===== src/rtl/reg_ex_mem_elastic.sv =====
// EX/MEM pipeline stage with a valid/ready handshake, an optional 1-entry skid buffer,
// synchronous flush, and side-effect controls squashed whenever the MEM side holds a bubble.
module reg_ex_mem_elastic #(
  parameter int XLEN    = 32,
  parameter int RADDR_W = 5,
  parameter int RSRC_W  = 2,
  parameter int SKID    = 1
) (
  input  logic               clk,
  input  logic               reset,
  input  logic               flush,
  input  logic               valid_e,
  output logic               ready_e,
  input  logic               RegWriteE,
  input  logic               MemWriteE,
  input  logic [RSRC_W-1:0]  ResultSrcE,
  input  logic [XLEN-1:0]    ALUResultE,
  input  logic [XLEN-1:0]    WriteDataE,
  input  logic [XLEN-1:0]    PCPlus4E,
  input  logic [RADDR_W-1:0] RdE,
  output logic               valid_m,
  input  logic               ready_m,
  output logic               RegWriteM,
  output logic               MemWriteM,
  output logic [RSRC_W-1:0]  ResultSrcM,
  output logic [XLEN-1:0]    ALUResultM,
  output logic [XLEN-1:0]    WriteDataM,
  output logic [XLEN-1:0]    PCPlus4M,
  output logic [RADDR_W-1:0] RdM,
  output logic [1:0]         occupancy
);

  localparam int CTL_W  = 2 + RADDR_W;
  localparam int DATA_W = RSRC_W + 3 * XLEN;

  logic              m_valid_q, m_valid_d;
  logic [DATA_W-1:0] m_data_q, m_data_d;
  logic [CTL_W-1:0]  m_ctl_q, m_ctl_d;
  logic              s_valid_q, s_valid_d;
  logic [DATA_W-1:0] s_data_q, s_data_d;
  logic [CTL_W-1:0]  s_ctl_q, s_ctl_d;
  logic [1:0]        occ_q, occ_d;

  logic [DATA_W-1:0] in_data_s;
  logic [CTL_W-1:0]  in_ctl_s;
  logic              ready_e_s;
  logic              take_in_s;

  assign in_data_s = {ResultSrcE, ALUResultE, WriteDataE, PCPlus4E};
  assign in_ctl_s  = {RegWriteE, MemWriteE, RdE};

  // Skid mode: ready depends only on the skid register, never on ready_m.
  assign ready_e_s = (SKID != 0) ? !s_valid_q : (ready_m | !m_valid_q);
  assign take_in_s = valid_e & ready_e_s;

  // Next-state selection for the main and skid entries.
  always_comb begin
    m_valid_d = m_valid_q;
    m_data_d  = m_data_q;
    m_ctl_d   = m_ctl_q;
    s_valid_d = s_valid_q;
    s_data_d  = s_data_q;
    s_ctl_d   = s_ctl_q;
    if (SKID != 0) begin
      if (!m_valid_q || ready_m) begin
        if (s_valid_q) begin
          m_valid_d = 1'b1;
          m_data_d  = s_data_q;
          m_ctl_d   = s_ctl_q;
          s_valid_d = 1'b0;
        end else if (take_in_s) begin
          m_valid_d = 1'b1;
          m_data_d  = in_data_s;
          m_ctl_d   = in_ctl_s;
        end else begin
          m_valid_d = 1'b0;
          m_ctl_d   = {CTL_W{1'b0}};
        end
      end else if (take_in_s) begin
        s_valid_d = 1'b1;
        s_data_d  = in_data_s;
        s_ctl_d   = in_ctl_s;
      end else begin
        s_valid_d = s_valid_q;
      end
    end else begin
      if (take_in_s) begin
        m_valid_d = 1'b1;
        m_data_d  = in_data_s;
        m_ctl_d   = in_ctl_s;
      end else if (ready_m) begin
        m_valid_d = 1'b0;
        m_ctl_d   = {CTL_W{1'b0}};
      end else begin
        m_valid_d = m_valid_q;
      end
    end
    occ_d = {1'b0, m_valid_d} + {1'b0, s_valid_d};
  end

  // State registers; flush keeps payload but zeroes every side-effect control.
  always_ff @(posedge clk) begin
    if (reset) begin
      m_valid_q <= 1'b0;
      m_data_q  <= {DATA_W{1'b0}};
      m_ctl_q   <= {CTL_W{1'b0}};
      s_valid_q <= 1'b0;
      s_data_q  <= {DATA_W{1'b0}};
      s_ctl_q   <= {CTL_W{1'b0}};
      occ_q     <= 2'd0;
    end else if (flush) begin
      m_valid_q <= 1'b0;
      m_ctl_q   <= {CTL_W{1'b0}};
      s_valid_q <= 1'b0;
      occ_q     <= 2'd0;
    end else begin
      m_valid_q <= m_valid_d;
      m_data_q  <= m_data_d;
      m_ctl_q   <= m_ctl_d;
      s_valid_q <= s_valid_d;
      s_data_q  <= s_data_d;
      s_ctl_q   <= s_ctl_d;
      occ_q     <= occ_d;
    end
  end

  assign ready_e    = ready_e_s;
  assign valid_m    = m_valid_q;
  assign RegWriteM  = m_ctl_q[CTL_W-1];
  assign MemWriteM  = m_ctl_q[CTL_W-2];
  assign RdM        = m_ctl_q[RADDR_W-1:0];
  assign ResultSrcM = m_data_q[DATA_W-1 -: RSRC_W];
  assign ALUResultM = m_data_q[3*XLEN-1 -: XLEN];
  assign WriteDataM = m_data_q[2*XLEN-1 -: XLEN];
  assign PCPlus4M   = m_data_q[XLEN-1:0];
  assign occupancy  = occ_q;

endmodule


===== config.mk =====
export PLATFORM = sky130hd
export DESIGN_NAME = reg_ex_mem_elastic
export DESIGN_NICKNAME = d
export VERILOG_FILES = /design/src/rtl/reg_ex_mem_elastic.sv
export SDC_FILE = /design/constraint.sdc
export NUM_CORES = 1
export LEC_CHECK = 0
export ABC_AREA = 1
export BUFFER_PORTS_ARGS = -buffer_cell sky130_fd_sc_hd__clkbuf_2
export CORE_MARGIN = 1
export CORE_UTILIZATION = 55
export DETAILED_ROUTE_END_ITERATION = 10
export PLACE_DENSITY = 0.86
export SYNTH_ARGS = -nofsm -noshare
export SYNTH_HDL_FRONTEND = slang
export SYNTH_SLANG_ARGS = --single-unit

===== constraint.sdc =====
create_clock -name clk -period 1.76 [get_ports clk]
set_input_delay 0.264 -clock clk [delete_from_list [all_inputs] [get_ports clk]]
set_output_delay 0.264 -clock clk [all_outputs]
set_load 0.05 [all_outputs]

Word-level counts from Yosys, hierarchy flattened
Index checks and enable logic that the tools add are counted.
- bits of input ports: 110
- word-level logic and storage cells: 27
- bits in registers: 214
- multiplexer cells: 9
- reduce and logical (&&, ||, !) cells: 7
- bitwise operators: 3
- add/sub/neg operators: 1
- operator list (cell ; number):
    $mux 98 ; 2
    $mux 7 ; 2
    $reduce_and 3->1 ; 2
    $mux 1 ; 5
    $add 1x1->2 ; 1
    $logic_not 1->1 ; 2
    $not 1->1 ; 2
    $reduce_bool 2->1 ; 1
    $reduce_or 2->1 ; 1
    $and 1x1->1 ; 1
    $logic_or 1x1->1 ; 1

Depth between registers and ports, before layout
- word-level depth: 6
- gate-level depth with buffers: 9
- depth with buffers taken out: 7

Worst setup path before layout
Ideal clock, no wire load.
- kind: flip-flop to flip-flop
- start: reg m_valid_q, in the netlist valid_m
- end: reg s_data_q[47]
- data arrival time: 1533 ps
- stages on the path, launching flop included: 8
- setup slack: 114 ps
- path through: dfxtp_1 -> nand2_1 -> nor2_1 -> buf_2 -> buf_2 -> nand3_1 -> nand2_1 -> nor2_1
- longest elaborated chain between the ends: 4
- ends and longest elaborated chain (item ; RTL line ; text):
    from (decl) ; 36 ; logic m_valid_q, m_valid_d;
    from (signal assigned) ; 117 ; m_valid_q <= m_valid_d;
    $logic_not 1->1 ; 65 ; if (!m_valid_q || ready_m) begin
    $logic_or 1x1->1 ; 65 ;
    $not 1->1 (no line) ; n/a ;
    $reduce_and 3->1 (no line) ; n/a ;
    to (signal assigned) ; 108 ; s_data_q <= {DATA_W{1'b0}};
    to (signal assigned) ; 121 ; s_data_q <= s_data_d;
    to (decl) ; 40 ; logic [DATA_W-1:0] s_data_q, s_data_d;
Every way passes these cells.
A chain may end at the register's enable or synchronous reset.

Final worst setup path
- start: reg s_valid_q
- end: out ready_e
- longest elaborated chain between the ends: 1
- ends and longest elaborated chain (item ; RTL line ; text):
    from (decl) ; 39 ; logic s_valid_q, s_valid_d;
    from (signal assigned) ; 120 ; s_valid_q <= s_valid_d;
    $logic_not 1->1 ; 53 ; assign ready_e_s = (SKID != 0) ? !s_valid_q : (ready_m | !m_valid_q);
    to (decl) ; 13 ; output logic ready_e,
Every way passes these cells.

==> impl_metrics.json <==
{
  "io_pins": 219,
  "yosys.area_share.simple_pct": 37.4,
  "synth_compound_area_share_pct": 5.75,
  "wl_per_cell_um": 11.7,
  "synthTopCellsByArea": "dfxtp_1 (44%), nor2_1 (16%), nand2_1 (16%), inv_1 (8.0%), nand3_1 (5.4%)",
  "final_common_cell": "nor2_1",
  "path_clk_slew_ns": 0.06,
  "tritoncts": "done",
  "rows": 48,
  "synth_area_um2": 9840,
  "routed_via_density": 4.84,
  "ff2ff_setup_slack_ns": 0.31,
  "hold_violations": 0,
  "arrival_ns": 1.21,
  "routed_wl_um": 23300,
  "skew_ns": 0.0182,
  "clockRootBuffer": "clkbuf_16",
  "die_width_um": 136,
  "path_cells": "inv_2 -> clkbuf_2",
  "yosysSeqAreaShare_pct": 43.5,
  "status": "finished clean",
  "synth_nets": 1697,
  "routabilityCongestion": 0.838,
  "hpwl_um": 14200,
  "final.setup.tns_ns": 0,
  "dp_slack_ns": 0.326,
  "reg2reg_from": "valid_m",
  "cp_max_fo": 4,
  "timing.max_cap.violations": 0,
  "fp.dieArea_um2": 18400,
  "postCtsSetupRepairBufs": 0,
  "synthAdderAreaFrac_pct": 0.127,
  "tightest_slew_ns": 0.554,
  "syn_inst": 1586,
  "layout.cells.most_common_list": "nor2_1 (417), nand2_1 (416), clkbuf_2 (218)",
  "rsz0062_at_grt": "no",
  "worst_setup_path_end_kind": "output port",
  "drtAntennaViolNets": 0,
  "start_util_pct": 56.5,
  "slew_viol_final": 0,
  "ys_warn_count": 0,
  "core-area_um2": 17400,
  "drive_gt1_share_pct": 15.7,
  "fin_cells": 1985,
  "grt_pass1_vias": 8425,
  "holdWs_ns": 0.0223,
  "timing.slew.headroom_pct": 63.1,
  "min_period_ns": 1.47,
  "setup_viol": 0,
  "grt_util_all_layers_pct": 24.6,
  "synth_seq_cells": 214,
  "synth_mux_area_share_pct": 0,
  "area_growth_pct": 19.5,
  "maxClockFrequency_mhz": 680,
  "synth.largest_area_cell": "dfxtp_1",
  "min_to": "m_ctl_q[1]",
  "avgSynthCellArea_um2": 6.21,
  "regArea_um2": 4290,
  "route.detailed.drc": 0,
  "cts.sinks": 214,
  "cellLeakagePower_uw": 0.00609,
  "multi_input_area_um2": 4290,
  "clock_latency_ns": 0.51,
  "synth_xor_area_share_pct": 0,
  "hold_class": "primary input to flop",
  "grt_max_degree": 142,
  "via_count": 9598,
  "critical_path_required_ns": 1.50,
  "grt_pass1_wl_um": 37900,
  "drt_pass1_iterations": 5,
  "worst-setup-path-type": "flop to output port",
  "synth_top_area_share_pct": 43.5,
  "whs_path_depth": 3,
  "finalCritPeriodShare_pct": 83.6,
  "setup_slack_ns": 0.289,
  "htreeDepth": 1,
  "port_buffers": 218,
  "yosysUniqueCellTypes": 17,
  "r2r-end": "m_data_q[50]",
  "drt_iter0_drc": 601,
  "max-vdd-ir-drop_uv": 718,
  "antenna_found_initial": 0,
  "start_kind": "flop",
  "post-route-util_pct": 67.5,
  "die_y_um": 136,
  "grt_overflow": 0,
  "cpPeakStageDelay_ns": 0.37,
  "worst_path_max_delay_cell": "dfxtp_4",
  "cts_inserted_buffers": 23,
  "nNetsFinal": 1859,
  "synth_top_family_by_area": "simple AND/OR/NAND/NOR gates",
  "clk_path_buf_depth": 3,
  "fillers": 1500,
  "ff2ff_path_depth": 6,
  "n_antenna_cell": 0,
  "min_from": "RdE[1]",
  "place_inst": 1945,
  "power-per-cell-area_nw_per_um2": 978
}
==> cells by family (layout without fill, tap and decap cells) <==
kind of cell | count (synthesis) | after routing
adders and majority gates | 1 | 1
AOI/OAI and AO/OA | 113 | 113
and+or+nand+nor | 944 | 944
DFF | 214 | 214
buffers and inverters | 314 | 488
==> repair_timing <==
action,in CTS,in global routing
hold endpoints to repair,3,0
gates resized for setup,0,0
hold buffers,3,0
==> registers in the layout, indices dropped and copies added (netlist names) <==
signal and count:
valid_m 1, occupancy 2, s_data_q 98, s_valid_q 1
m_data_q 98, s_ctl_q 7, m_ctl_q 7
==> report_power, final <==
part	switching (uW)	internal [uW]
Sequential	115	5050
Clock	1900	2680
Combinational	1280	481
==> worst max-delay path by stage <==
stage,startpoint,to,slack (ns)
6_report,s_valid_q,ready_e,0.29
5_1_grt,valid_m,m_data_q[50],0.22
4_1_cts,s_valid_q,ready_e,0.27
3_5_place_dp,flush,s_data_q[82],0.33
3_3_place_gp,flush,s_data_q[75],0.38
2_1_floorplan,valid_m,s_data_q[47],0.11
==> through the flow <==
step	power [uW]	instance area [um2]
final	11500	11800
after global routing	12000	11800
after CTS	11600	11800
after detailed placement	7010	11000
after global placement	6980	11000
after floorplan	6540	9840
==> critical path, delay by kind of cell, from the launching register on <==
kind                   cells  cell delay (ns)
buffers and inverters      2             0.32
DFF                        1             0.37
==> layout make-up <==
cell class                 instances  area share, %
clock buffer                      34           5.84
clock inverter                     3          0.191
inverter                         213           6.84
multi-input combinational       1058           36.5
sequential                       214           36.5
tap                              225           2.39
timing repair buffer             238           11.8
==> cell usage after synthesis <==
master / instances
nand3_1: 106
nor2_1: 419
clkinv_1: 1
nand3_2: 1
o21ai_0: 105
clkbuf_1: 49
inv_2: 2
ha_1: 1
nor3_1: 1
inv_1: 210
a21oi_1: 8
dfxtp_1: 214
nor2_2: 1
buf_2: 39
buf_6: 5
buf_4: 8
nand2_1: 416
==> metal layers <==
metal	track usage, %	wire [um]	vias to the layer above
li1	-	-	5026
met1	31.1	10200	4246
met2	42.5	11300	273
met3	2.81	1180	53
met4	9.68	677	0
met5	0	0	-
Note: power is estimated with default switching activity, not from simulation.
